[config.mk]
export PLATFORM = sky130hd
export DESIGN_NAME = ir_cmd_controller
export DESIGN_NICKNAME = d
export VERILOG_FILES = /design/src/rtl/ir_cmd_controller.sv
export SDC_FILE = /design/constraint.sdc
export NUM_CORES = 1
export LEC_CHECK = 0
export ABC_AREA = 0
export BUFFER_PORTS_ARGS = -buffer_cell sky130_fd_sc_hd__buf_4
export CORE_ASPECT_RATIO = 0.8
export CORE_UTILIZATION = 58
export DETAILED_ROUTE_END_ITERATION = 12
export PLACE_DENSITY_LB_ADDON = 0.05
export SYNTH_ARGS = -nofsm -noshare
export SYNTH_HDL_FRONTEND = slang
export SYNTH_SLANG_ARGS = --single-unit
export TNS_END_PERCENT = 10
[constraint.sdc]
create_clock -name clk_in -period 3.42 [get_ports clk_in]
set_clock_uncertainty 0.15 [all_clocks]
set_input_delay 0.171 -clock clk_in [delete_from_list [all_inputs] [get_ports clk_in]]
set_output_delay 0.171 -clock clk_in [all_outputs]
set_load 0.05 [all_outputs]
[src/rtl/ir_cmd_controller.sv]
// Command manager behind ir_decoder: decoder reset/watchdog, NEC frame validation,
// repeat/hold tracking and a command FIFO. Define IR_ADDR_FILTER_EN to also require address == ADDR.
module ir_cmd_controller #(
    parameter logic [7:0]  ADDR         = 8'h00,
    parameter int unsigned HOLD_TIMEOUT = 11_000_000,
    parameter int unsigned WATCHDOG     = 12_000_000,
    parameter int unsigned FIFO_DEPTH   = 4
) (
    input  logic        clk_in,
    input  logic        rst_in,
    input  logic [31:0] code_in,
    input  logic        new_code_in,
    input  logic [3:0]  dec_state_in,
    output logic        dec_rst_out,
    output logic [7:0]  cmd_out,
    output logic        cmd_repeat_out,
    output logic        cmd_valid_out,
    input  logic        cmd_ready_in,
    output logic        held_out,
    output logic [7:0]  drop_count_out,
    output logic [7:0]  err_count_out
);

    localparam int HOLD_W = $clog2(HOLD_TIMEOUT + 1);
    localparam int WD_W   = $clog2(WATCHDOG + 1);
    localparam int PTR_W  = $clog2(FIFO_DEPTH);
    localparam int CNT_W  = PTR_W + 1;

`ifdef IR_ADDR_FILTER_EN
    localparam bit ADDR_FILTER = 1'b1;
`else
    localparam bit ADDR_FILTER = 1'b0;
`endif

    typedef enum logic {ST_DEC_RST, ST_RUN} state_t;

    state_t            state;
    logic              rst_cnt;
    logic [WD_W-1:0]   wd_cnt;
    logic              wd_fire;

    logic              s1_stb;
    logic              s1_ok;
    logic [7:0]        s1_cmd;

    logic [HOLD_W-1:0] hold_cnt;
    logic [7:0]        last_cmd;

    logic [8:0]        mem [FIFO_DEPTH];
    logic [PTR_W-1:0]  wr_ptr;
    logic [PTR_W-1:0]  rd_ptr;
    logic [CNT_W-1:0]  fifo_cnt;

    logic              frame_ok;
    logic              push_req;
    logic              is_repeat;
    logic              full;
    logic              pop;
    logic              do_push;
    logic              drop;
    logic [1:0]        err_inc;
    logic [8:0]        err_sum;

    // NOTE: every signal driven in always_comb gets a default first so no latch is inferred.
    always_comb begin
        frame_ok = 1'b0;
        if ((code_in[23:16] == ~code_in[31:24]) && (code_in[7:0] == ~code_in[15:8]))
            frame_ok = !ADDR_FILTER || (code_in[31:24] == ADDR);
    end

    assign wd_fire   = (state == ST_RUN) && (dec_state_in != 4'd0) &&
                       (wd_cnt == WD_W'(WATCHDOG - 1));
    // A non-zero hold timer is what keeps last_cmd meaningful.
    assign push_req  = s1_stb && s1_ok;
    assign is_repeat = (hold_cnt != '0) && (s1_cmd == last_cmd);
    assign full      = (fifo_cnt == CNT_W'(FIFO_DEPTH));
    assign pop       = cmd_valid_out && cmd_ready_in;
    assign do_push   = push_req && (!full || pop);
    assign drop      = push_req && full && !pop;
    assign err_inc   = 2'(s1_stb && !s1_ok) + 2'(wd_fire);
    assign err_sum   = {1'b0, err_count_out} + {7'd0, err_inc};

    assign cmd_valid_out  = (fifo_cnt != '0);
    assign cmd_out        = cmd_valid_out ? mem[rd_ptr][7:0] : 8'h00;
    assign cmd_repeat_out = cmd_valid_out && mem[rd_ptr][8];

    // NOTE: sequential state uses non-blocking assignments only, so every block sees pre-edge values.
    always_ff @(posedge clk_in or negedge rst_in) begin
        if (!rst_in) begin
            state       <= ST_DEC_RST;
            rst_cnt     <= 1'b0;
            wd_cnt      <= '0;
            dec_rst_out <= 1'b1;
        end else begin
            case (state)
                ST_DEC_RST: begin
                    wd_cnt <= '0;
                    if (rst_cnt) begin
                        state       <= ST_RUN;
                        dec_rst_out <= 1'b0;
                        rst_cnt     <= 1'b0;
                    end else begin
                        rst_cnt <= 1'b1;
                    end
                end
                ST_RUN: begin
                    if (dec_state_in == 4'd0) begin
                        wd_cnt <= '0;
                    end else if (wd_fire) begin
                        state       <= ST_DEC_RST;
                        dec_rst_out <= 1'b1;
                        rst_cnt     <= 1'b0;
                        wd_cnt      <= '0;
                    end else begin
                        wd_cnt <= wd_cnt + 1'b1;
                    end
                end
                default: state <= ST_DEC_RST;
            endcase
        end
    end

    // Validation stage: strobes arriving while the decoder is held in reset are discarded.
    always_ff @(posedge clk_in or negedge rst_in) begin
        if (!rst_in) begin
            s1_stb <= 1'b0;
            s1_ok  <= 1'b0;
            s1_cmd <= 8'h00;
        end else begin
            s1_stb <= new_code_in && (state == ST_RUN);
            s1_ok  <= frame_ok;
            s1_cmd <= code_in[15:8];
        end
    end

    always_ff @(posedge clk_in or negedge rst_in) begin
        if (!rst_in) begin
            hold_cnt <= '0;
            last_cmd <= 8'h00;
            held_out <= 1'b0;
        end else if (push_req) begin
            hold_cnt <= HOLD_W'(HOLD_TIMEOUT);
            last_cmd <= s1_cmd;
            if (is_repeat)
                held_out <= 1'b1;
        end else if (hold_cnt != '0) begin
            hold_cnt <= hold_cnt - 1'b1;
            if (hold_cnt == HOLD_W'(1))
                held_out <= 1'b0;
        end
    end

    always_ff @(posedge clk_in or negedge rst_in) begin
        if (!rst_in) begin
            wr_ptr   <= '0;
            rd_ptr   <= '0;
            fifo_cnt <= '0;
        end else begin
            if (do_push)
                wr_ptr <= wr_ptr + 1'b1;
            if (pop)
                rd_ptr <= rd_ptr + 1'b1;
            fifo_cnt <= fifo_cnt + CNT_W'(do_push) - CNT_W'(pop);
        end
    end

    // NOTE: FIFO storage is deliberately not reset; the count gates every read of it.
    always_ff @(posedge clk_in) begin
        if (do_push)
            mem[wr_ptr] <= {is_repeat, s1_cmd};
    end

    always_ff @(posedge clk_in or negedge rst_in) begin
        if (!rst_in) begin
            drop_count_out <= 8'd0;
            err_count_out  <= 8'd0;
        end else begin
            if (drop && (drop_count_out != 8'hFF))
                drop_count_out <= drop_count_out + 8'd1;
            err_count_out <= err_sum[8] ? 8'hFF : err_sum[7:0];
        end
    end

endmodule

==> impl_results.md, run 1 <==
- Register area share after synthesis: around 57%
- Compound-cell area share of the yosys netlist: around 3.2%
- Net switching power: ~1.9 mW
- Outcome: complete, no violations
- Met2 WL: 5.55 mm
- WL final: 11.6 mm
- Synth Area in Adders: under 10%
- Async set or reset register ratio after synthesis: between 70 and 80%
- Crit-path most repeated cell: nand3_1
- Clock-pin slew on the worst setup and hold paths: 0.06 ns
- Crit. End Element: flip-flop
- Largest family of logic cells by synthesized area: simple AND/OR/NAND/NOR gates
- Int Power: between 3 and 4 mW
- DRT Pass-1 Iters: 4
- Clock power share: 31.8%
- Mapped cell area: 6010 sq um
- Die width: between 100 and 150 microns
- TritonCTS Buffers: 17
- Clk Latency, worst-skew pair: around 0.4 ns
- Die ar.: 10800 sq um
- Top post-synthesis cells by area: dfrtp_1 38%, edfxtp_1 18%, xor2_1 8.7%
- Total gr overflow: 0
- Post-Layout Cell Count: ~760
- Final hold viol count: 0
- Buffers on Ports: 67
- Die Y: around 93 microns
- Tmin final: 3.25 ns
- Sequential cell fraction of total power: 39.6%
- Cell count after synthesis: 517
- Clock Tree Root: clkbuf_16
- Via density: about 5.4
- GRT Total Usage: between 20% and 30%
- Final Setup Violations: 0
- Post-synth EDFFs: 36
- Arr. time, crit path: ~3.4 ns
- Max Fclk: between 0.3 and 0.4 GHz
- Crit-path cells: or4b_1 -> or4_4 -> nor3_4 -> nand2_1 -> fa_1 -> inv_1 -> nand3_1 -> nor2_2 -> nand3_1 -> mux2_2
- Core Area: roughly 9800 sq um
- Mux share of post-synthesis cell area: under 10%
- # fillers: between 700 and 800
- H-tree Lvls: 4
- Top-area cell type share of the netlist area: around two fifths
- Post-synth top area cell: dfrtp_1
- Cell total after placement: slightly above 700
- Lkg Pwr: 3.30 nW
- Pwr dens: roughly 740 nW/um^2
- Initial antenna violation count: 0
- Final Max Tran Viols: 0
- Worst-case reg-to-reg path depth: 10
- Worst Setup Path Type: flip-flop to flip-flop
- Layout area overhead: 23.1%
- Max layer used: met4
- Reg-to-reg slack, setup: 0.17 ns
- Vias in the first global route: approximately 4000
- Clock sinks: ~130
- Drt wl/cell: 15.3 microns
- Worst relative slew slack: about 45%
- Hold Path Class: primary input to flip-flop
- WP data required: between 3 and 4 ns
- Crit-path slowest cell: or4_4
- Crit start category: flip-flop
- R2R Path Start: wd_cnt[10]
- Yosys cell types: 50
- # rows: 32
- Via count: 4097
- Min-Delay Startpoint: dec_state_in[2]
- Max Cap Viol: 0
- WL met3: 503 microns
- Setup TNS: 0 ns
- Largest net degree at the start of global routing: 66
- Metal-1 WL: 5.51 mm
- Final critical-path share of the clock period: between 90 and 100%
- Sw frac: approximately a third
- Yosys warnings: 0
- Drt drc: 0
- Initial Utilization: 61.0%
- RR Endpoint: err_count_out[7]
- WHS Endpoint: wd_cnt[10]
- CP max FO: 4
- Top_reg_cell synth: dfrtp_1
- Final hold slack: between 0.1 and 0.15 ns
- WHS Path Cells: 4
- GP Congestion: around 0.84
- Fin nets: between 600 and 700
- Post-DP HPWL: approximately 7.6 mm
- Synth Register Bits: roughly 130
- Synth Area per Inst: 11.6 sq um
- Slew @ Worst Pin: between 0.8 and 0.9 ns
- Post-synthesis xor/xnor area fraction: between 10% and 20%
- Number of inserted diodes: 0
- DRT iter0 DRCs: ~200
- Tot Pwr: roughly 5.5 mW
- Synth top cells by count: 92 x dfrtp_1, 60 x xor2_1, 56 x nand2_1
- # IOs: 68
- Global-route wire length before repair: 19.7 mm
- Max stage delay on crit path: 0.53 ns
- CTS tree: built
- Detail Route Antenna Nets: 0
- Comb pwr share: around 28%
- CTS Buffer Depth: 2
- Count leader, synth: dfrtp_1
- Simple-gate portion of the synthesized area: about a fifth
- Worst setup path start: wd_cnt[10]
- Net Count, Synth: 571
- Max VDD drop: between 0.6 and 0.7 mV
- Layout cell share with drive strength beyond 1: between 20 and 25%
## flip-flops by register name, summed over array words and instances (netlist names), 2 cells and up
register	count
s1_cmd	8
mem	36
fifo_cnt	3
drop_count_out	8
last_cmd	8
hold_cnt	24
wd_cnt	24
err_count_out	8
rd_ptr	2
wr_ptr	2
## worst max-delay path by stage
stage	cells after the start	slack (ns)	end
global placement	11	0.21	err_count_out[1]
finish	10	0.17	err_count_out[7]
CTS	11	0.06	err_count_out[1]
detailed placement	11	0.15	err_count_out[1]
global route	11	-0.03	err_count_out[0]
floorplan	11	0.35	err_count_out[1]
## final cells by class
type | instances | area [sq um] | share of cell area [%]
clock buffer | 21 | 472 | 6.38
clock inverter | 11 | 104 | 1.40
inverter | 12 | 45.0 | 0.609
multi-input combinational | 361 | 2490 | 33.7
sequential | 129 | 3410 | 46.1
tap | 136 | 170 | 2.30
timing repair buffer | 89 | 703 | 9.51
## placed cells by master, fill, tap and decap left out, types with 2 or more instances in the layout
master and n:
nand4_1 19, nor4_1 8, buf_4 75, clkinvlp_4 4
nor3_1 11, dfrtp_1 92, nand2_1 56, o21ai_0 4
edfxtp_1 36, clkbuf_16 18, xnor2_1 19, nand2b_1 5
inv_1 12, and2_1 18, and4_1 5, xor2_1 60
or4_1 2, dlygate4sd3_1 14, mux4_2 9, a21oi_1 5
nand3_1 24, nor2b_1 3, o211ai_1 6, ha_1 12
fa_1 2, nor4b_1 3, a41oi_1 2, clkinv_4 2
nor4_2 2, inv_4 2, nor2_1 53, clkbuf_1 2
and3_1 7, nand3b_1 2, mux2_2 2, a31oi_1 2
## worst max-delay path, delay by kind of cell (launching register included)
family | cells | cell delay (ns)
flip-flops | 1 | 0.41
buffers and inverters | 1 | 0.09
AND/OR/NAND/NOR | 7 | 1.79
adder cells (fa/ha/maj) | 1 | 0.40
multiplexers | 1 | 0.29
## timing repair
item	in CTS	in global routing
setup buffers	0	2
hold endpoints to repair	74	0
resized for setup	0	4
setup endpoints to repair	0	7
hold buffers	14	0
## metal layers
layer / track usage [%] / vias to the layer above
met5: 0 / -
met4: 6.73 / 0
met3: 6.22 / 4
met2: 36.8 / 88
met1: 34.7 / 2009
li1: - / 1996
## cells by family (layout without fill, tap and decap cells)
family | Yosys count | after routing
adder cells (fa/ha/maj) | 14 | 14
AND/OR/NAND/NOR | 230 | 230
XOR/XNOR | 79 | 79
AO/OA/AOI/OAI | 27 | 27
multiplexers | 11 | 11
flip-flops | 129 | 129
buffers and inverters | 27 | 133
## power groups by stage
stage               registers, mW  clock network (mW)  logic, mW
detailed placement           2.18                   0       1.54
global route                 2.21                1.84       1.70
global placement             2.18                   0       1.50
finish                       2.17                1.74       1.56
CTS                          2.17                1.76       1.57
floorplan                    2.21                   0       1.06
## metrics by stage
| step | setup slack, ns | area (sq um) | util [%] |
|---|---|---|---|
| 4_1_cts | 0.0586 | 7370 | 74.8 |
| 3_5_place_dp | 0.145 | 6650 | 67.5 |
| 5_1_grt | -0.0336 | 7400 | 75.1 |
| 2_1_floorplan | 0.347 | 6010 | - |
| 3_3_place_gp | 0.205 | 6650 | 67.5 |
| 6_report | 0.166 | 7400 | 75.1 |
Note: power is estimated with default switching activity, not from simulation.
==> inputs of run 2 (changes only) <==
CORE_UTILIZATION = 40   (was 58)
CTS_CLUSTER_SIZE = 25   (was default)
==> run 2 against run 1 <==
  * Global-route usage shrank 6.6 points
  * Clock power grew 6%
  * Core utilization shrank 24 points
  * First-iteration DRC count grew 3.9%
  * Setup slack gained 0.066 ns
  * Design area grew 0.85%
  * Via count is essentially flat
  * Clock-buffer cell count shrank 3
  * Highest routed layer unchanged
  * Sequential share of layout area shrank 0.39 points
  * Critical path type unchanged
  * Die area grew 44%
  * Fmax grew 2.1%
  * Non-clock buffer count shrank 1
==> impl_results.md, run 2 (synthesis gave the netlist of run 1 again) <==
- Outcome: complete, no violations
- Pwr dens: 744 nW/um^2 (+0.69%)
- Worst-case reg-to-reg path depth: 11 (+1)
- Setup WS post-layout: 0.232 ns (+0.0664 ns)
- Drt drc: 0 (unchanged)
- Detail Route Antenna Nets: 0 (unchanged)
- Max VDD drop: 0.553 mV (-16%)
- Drt wl/cell: 15.3 microns (-0.10%)
- Clock-pin slew on the worst setup and hold paths: 0.06 ns (about the same)
- Design Area, Final: 7460 sq um (+0.85%)
- WL met3: 424 microns (-16%)
- Die ar.: 15500 sq um (+44%)
- Setup TNS: 0 ns (unchanged)
- # fillers: 1262 (+80%)
- Layout area overhead: 24.2%
- Die width: 139 microns (+20%)
- Lkg Pwr: 3.31 nW (+0.35%)
- Worst Setup Path Type: flip-flop to flip-flop
- Crit. End Element: flip-flop
- Fin util: 51.5% (-24 points)
- Clock sinks: 129 (unchanged)
- GP Congestion: 0.785 (-6.1%)
- H-tree Lvls: 4 (unchanged)
- Global-route wire length before repair: 21.0 mm (+6.7%)
- Via count: 4098 (+0.024%)
- # rows: 39 (+22%)
- Placed cell areas: 6720 sq um (+1.0%)
- Buffers on Ports: 67 (unchanged)
- Final Max Tran Viols: 0 (unchanged)
- TritonCTS Buffers: 17 (unchanged)
- RR Endpoint: err_count_out[1]
- Slew @ Worst Pin: 0.828 ns (+0.00271 ns)
- Initial Utilization: 41.4% (-20 points)
- Post-CTS setup buffers: 0 (unchanged)
- CP max FO: 6 (+2)
- Layout cell share with drive strength beyond 1: 20.3% (-0.29 points)
- # IOs: 68 (unchanged)
- Post-DP HPWL: 8.32 mm (+9.4%)
- Worst slack, placed: 0.186 ns (+0.0410 ns)
- Metal-1 WL: 5.99 mm (+8.7%)
- Crit start category: flip-flop
- Initial antenna violation count: 0 (unchanged)
- R2R Path Start: wd_cnt[19]
- Leading cell type in the layout, fill and taps excluded: dfrtp_1
- Hold Path Class: primary input to flip-flop
- CTS tree: built
- Worst relative slew slack: 44.4% (-0.61 points)
- Arr. time, crit path: 3.39 ns (about the same)
- Met2 WL: 5.71 mm (+3.0%)
- Die Y: 112 microns (+20%)
- Clk Latency, worst-skew pair: 0.42 ns (about the same)
- Tmin final: 3.19 ns (-0.0664 ns)
- WP data required: 3.62 ns (+0.06 ns)
- RSZ-0062 raised after global routing: no
- Top flop regs: mem (36), hold_cnt (24), wd_cnt (24)
- Max reg flops: 36 (unchanged)
- DRT Pass-1 Iters: 6 (+2)
- Most frequent cells in the layout: 92 x dfrtp_1, 74 x buf_4, 60 x xor2_1
- GRT Total Usage: 17.6% (-6.6 points)
- DRT iter0 DRCs: 214 (+3.9%)
- Via density: 5.08 (-5.8%)
- Final Setup Violations: 0 (unchanged)
- CTS Buffer Depth: 2 (unchanged)
- Max Fclk: 0.314 GHz (+2.1%)
- Total gr overflow: 0 (unchanged)
- Vias in the first global route: 4153 (+3.6%)
- Crit path capture: err_count_out[1]
- Fin nets: 663 (-0.15%)
- Clock Tree Root: clkbuf_16
- Max Cap Viol: 0 (unchanged)
- Worst setup path start: wd_cnt[19]
- WL final: 12.3 mm (+6.1%)
- Max layer used: met4
- Biggest register: mem
- Largest net degree at the start of global routing: 52 (-21%)
- Core Area: 14500 sq um (+47%)
- Final hold viol count: 0 (unchanged)
- Final critical-path share of the clock period: 93.2% (-1.9 points)
- Number of inserted diodes: 0 (unchanged)
- Reg-to-reg slack, setup: 0.23 ns (+0.07 ns)
run 2: worst min-delay path by stage:
stage / start / end / slack [ns] / depth (start not counted)
6_report: dec_state_in[2] / wd_cnt[6] / 0.12 / 4
3_5_place_dp: rst_in / fifo_cnt[2] / 0.10 / 1
3_3_place_gp: rst_in / fifo_cnt[1] / 0.09 / 1
4_1_cts: dec_state_in[2] / wd_cnt[10] / 0.12 / 4
5_1_grt: dec_state_in[2] / wd_cnt[10] / 0.17 / 4
2_1_floorplan: rst_in / drop_count_out[0] / -0.27 / 0
run 2: power breakdown:
group          leakage, nW  switching [mW]  internal (mW)
Clock                0.290           0.739           1.10
Combinational         1.50           0.896          0.642
Sequential            1.52           0.343           1.83
Total                 3.31            1.98           3.57
run 2: layout make-up:
cell class                 instances  area (sq um)  area share (%)
inverter                          12          45.0           0.604
timing repair buffer              88           696            9.33
sequential                       129          3410            45.7
multi-input combinational        361          2480            33.3
tap                              184           230            3.09
clock inverter                    14           166            2.23
clock buffer                      18           429            5.75
run 2: what timing repair did:
item,CTS,global route
endpoints found under the hold margin,60,0
resized for setup,0,1
hold buffers,14,0
setup endpoints to repair,0,6
run 2: worst max-delay path, cell delays in order, from the launching register on:
cell and delay (ns):
dfrtp_1 0.41, or4b_1 0.52, or4_4 0.52, nor3_4 0.15, nand2_1 0.09, fa_1 0.39
inv_1 0.09, ha_1 0.21, nand2_1 0.09, nor2_1 0.22, nand3_2 0.18, nand2b_1 0.11
run 2: metrics by stage:
| step | hold slack [ns] | cells | total power [mW] |
|---|---|---|---|
| 6_report | 0.118 | 806 | 5.55 |
| 3_5_place_dp | 0.103 | 760 | 3.73 |
| 2_1_floorplan | -0.275 | 517 | 3.27 |
| 3_3_place_gp | 0.0930 | 760 | 3.71 |
| 4_1_cts | 0.115 | 806 | 5.61 |
| 5_1_grt | 0.166 | 806 | 5.88 |
run 2: layer usage:
| metal | GRT usage [%] | up-vias |
|---|---|---|
| met3 | 4.65 | 18 |
| met1 | 23.4 | 2003 |
| met2 | 27.4 | 80 |
| li1 | - | 1997 |
| met4 | 7.41 | 0 |
| met5 | 0 | - |
==> inputs of run 3 (changes only) <==
SETUP_SLACK_MARGIN = 0.5   (was default)
==> run 3 against run 2 <==
  * Register-to-register slack improved by 0.26 ns
  * Via count decreased by 1.3%
  * Routed wire length down 2.3%
  * Final cell count fell by 0.12%
  * Design area rose by 0.32%
  * Clock power shrank 2%
  * Sequential power hardly changed
  * Hold slack lost 0.082 ns
  * Critical path type unchanged
  * Largest cell class unchanged
  * Highest routed layer unchanged
==> impl_results.md, run 3 (synthesis gave the netlist of run 1 again) <==
- Int Power: 3.58 mW (+0.10%)
- Layout cell share with drive strength beyond 1: 21.3% (+1.0 points)
- Die width: 139 microns (unchanged)
- Final Setup Violations: 0 (unchanged)
- Max Cap Viol: 0 (unchanged)
- Final critical-path share of the clock period: 85.6% (-7.6 points)
- Design Area, Final: 7480 sq um (+0.32%)
- Hold Path Class: primary input to flip-flop
- Comb pwr share: 28.0% (+0.3 points)
- RSZ-0062 raised after global routing: yes
- Drt drc: 0 (unchanged)
- Lkg Pwr: 3.30 nW (-0.36%)
- Core Area: 14500 sq um (unchanged)
- Initial antenna violation count: 0 (unchanged)
- Biggest register: mem
- Tmin final: 2.93 ns (-0.259 ns)
- Number of inserted diodes: 0 (unchanged)
- Net switching power: 1.95 mW (-1.5%)
- Final hold slack: 0.0358 ns (-0.0823 ns)
- Clock power share: 32.6% (-0.5 points)
- Most frequent cells in the layout: 92 x dfrtp_1, 74 x buf_4, 60 x xor2_1
- CP max FO: 3 (-3)
- TritonCTS Buffers: 17 (unchanged)
- WL final: 12.0 mm (-2.3%)
- Worst relative slew slack: 43.1% (-1.3 points)
- Final Max Tran Viols: 0 (unchanged)
- Via count: 4045 (-1.3%)
- CTS tree: built
- Worst Setup Path Type: flip-flop to flip-flop
- Worst slack, placed: 0.344 ns (+0.158 ns)
- Max reg flops: 36 (unchanged)
- Leading cell type in the layout, fill and taps excluded: dfrtp_1
- Sequential cell fraction of total power: 39.5% (+0.3 points)
- GRT Total Usage: 16.9% (-0.67 points)
- Clock-pin slew on the worst setup and hold paths: 0.06 ns (about the same)
- Total gr overflow: 0 (unchanged)
- Fin nets: 662 (-0.15%)
- Largest net degree at the start of global routing: 68 (+31%)
- # IOs: 68 (unchanged)
- Layout area overhead: 24.6%
- Arr. time, crit path: 3.08 ns (-0.31 ns)
- Detail Route Antenna Nets: 0 (unchanged)
- Clock Tree Root: clkbuf_16
- # rows: 39 (unchanged)
- Top flop regs: mem (36), hold_cnt (24), wd_cnt (24)
- DRT iter0 DRCs: 146 (-32%)
- # fillers: 1234 (-2.2%)
- Die ar.: 15500 sq um (unchanged)
- Buffers on Ports: 67 (unchanged)
- GP Congestion: 0.783 (-0.31%)
- Global-route wire length before repair: 20.4 mm (-2.9%)
- Final hold viol count: 0 (unchanged)
- Max VDD drop: 0.400 mV (-28%)
- WP data required: 3.57 ns (-0.05 ns)
- Die Y: 112 microns (unchanged)
- DRT Pass-1 Iters: 6 (unchanged)
- Vias in the first global route: 3987 (-4.0%)
- Initial Utilization: 41.4% (unchanged)
- Pwr dens: 738 nW/um^2 (-0.79%)
- Crit. End Element: flip-flop
- Clock sinks: 129 (unchanged)
- Crit start category: flip-flop
- Clk Latency, worst-skew pair: 0.41 ns (about the same)
- H-tree Lvls: 4 (unchanged)
- Drt wl/cell: 15.0 microns (-2.2%)
- Cell total after placement: 758 (-0.26%)
- Placed cell areas: 6730 sq um (about the same)
- Setup TNS: 0 ns (unchanged)
- Max Fclk: 0.341 GHz (+8.9%)
- Outcome: complete, no violations
- Via density: 5.02 (-1.2%)
- CTS Buffer Depth: 2 (unchanged)
- Post-DP HPWL: 8.03 mm (-3.4%)
- Sw frac: 35.3% (-0.37 points)
- Slew @ Worst Pin: 0.854 ns (+0.0260 ns)
- Setup WS post-layout: 0.492 ns (+0.259 ns)
- Post-Layout Cell Count: 805 (-0.12%)
==> run 3: cell count changes in the layout (fill, tap and decap cells not counted), moves of 2 or more <==
cell and delta:
clkinvlp_4 +3, inv_6 -4, nor2_1 -2, nor2_4 +2
==> run 3: stage by stage <==
stage / utilization (%) / total power [mW]
6_report: 51.6 / 5.52
5_1_grt: 51.6 / 5.85
4_1_cts: 51.5 / 5.58
2_1_floorplan: - / 3.28
3_3_place_gp: 46.4 / 3.70
3_5_place_dp: 46.4 / 3.74
==> run 3: critical path, stage by stage (launching register included) <==
cell     delay, ns
dfrtp_1       0.40
or4b_1        0.53
or4_4         0.46
nor3_4        0.14
nand2_1       0.09
fa_2          0.34
inv_2         0.07
nand3_2       0.11
nor2_4        0.13
nand3_1       0.10
mux2_4        0.30
==> run 3: power groups by stage <==
stage	clock [mW]	combinational (mW)	sequential, mW
finish	1.80	1.55	2.18
global route	1.92	1.70	2.23
CTS	1.85	1.56	2.18
detailed placement	0	1.54	2.20
global placement	0	1.51	2.19
floorplan	0	1.07	2.21
==> run 3: cell type report <==
cell class,count,area [sq um],area share (%)
Inverter,12,45.0,0.602
Clock buffer,18,439,5.87
Multi-Input combinational cell,361,2520,33.6
Sequential cell,129,3410,45.6
Tap cell,184,230,3.08
Clock inverter,14,156,2.09
Timing Repair Buffer,87,686,9.16
==> run 3: final timing paths <==
check                        startpoint               end  slack (ns)  cells past startpoint
max                          wd_cnt[19]  err_count_out[7]        0.49                     10
min                        cmd_ready_in         rd_ptr[0]        0.04                      3
max reg2reg                  wd_cnt[19]  err_count_out[7]        0.49                     10
min reg2reg                 last_cmd[4]       last_cmd[4]        0.35                      2
max in group asynchronous        rst_in       dec_rst_out        2.04                      3
min in group asynchronous        rst_in      hold_cnt[11]        0.27                      2
==> run 3: layer usage <==
metal | up-vias | track usage, % | part of all wire [%]
met1 | 1973 | 23.1 | 49
met3 | 10 | 3.70 | 3.1
met2 | 64 | 26.3 | 47
met5 | - | 0 | 0
li1 | 1998 | - | -
met4 | 0 | 7.04 | 1.1
==> run 3: what timing repair did <==
action / in CTS / in global routing
buffers inserted: 1 / 1
pin swaps: 1 / 1
endpoints found under the setup margin: 8 / 8
endpoints found under the hold margin: 75 / 0
resized for setup: 1 / 2
hold buffers: 13 / 0
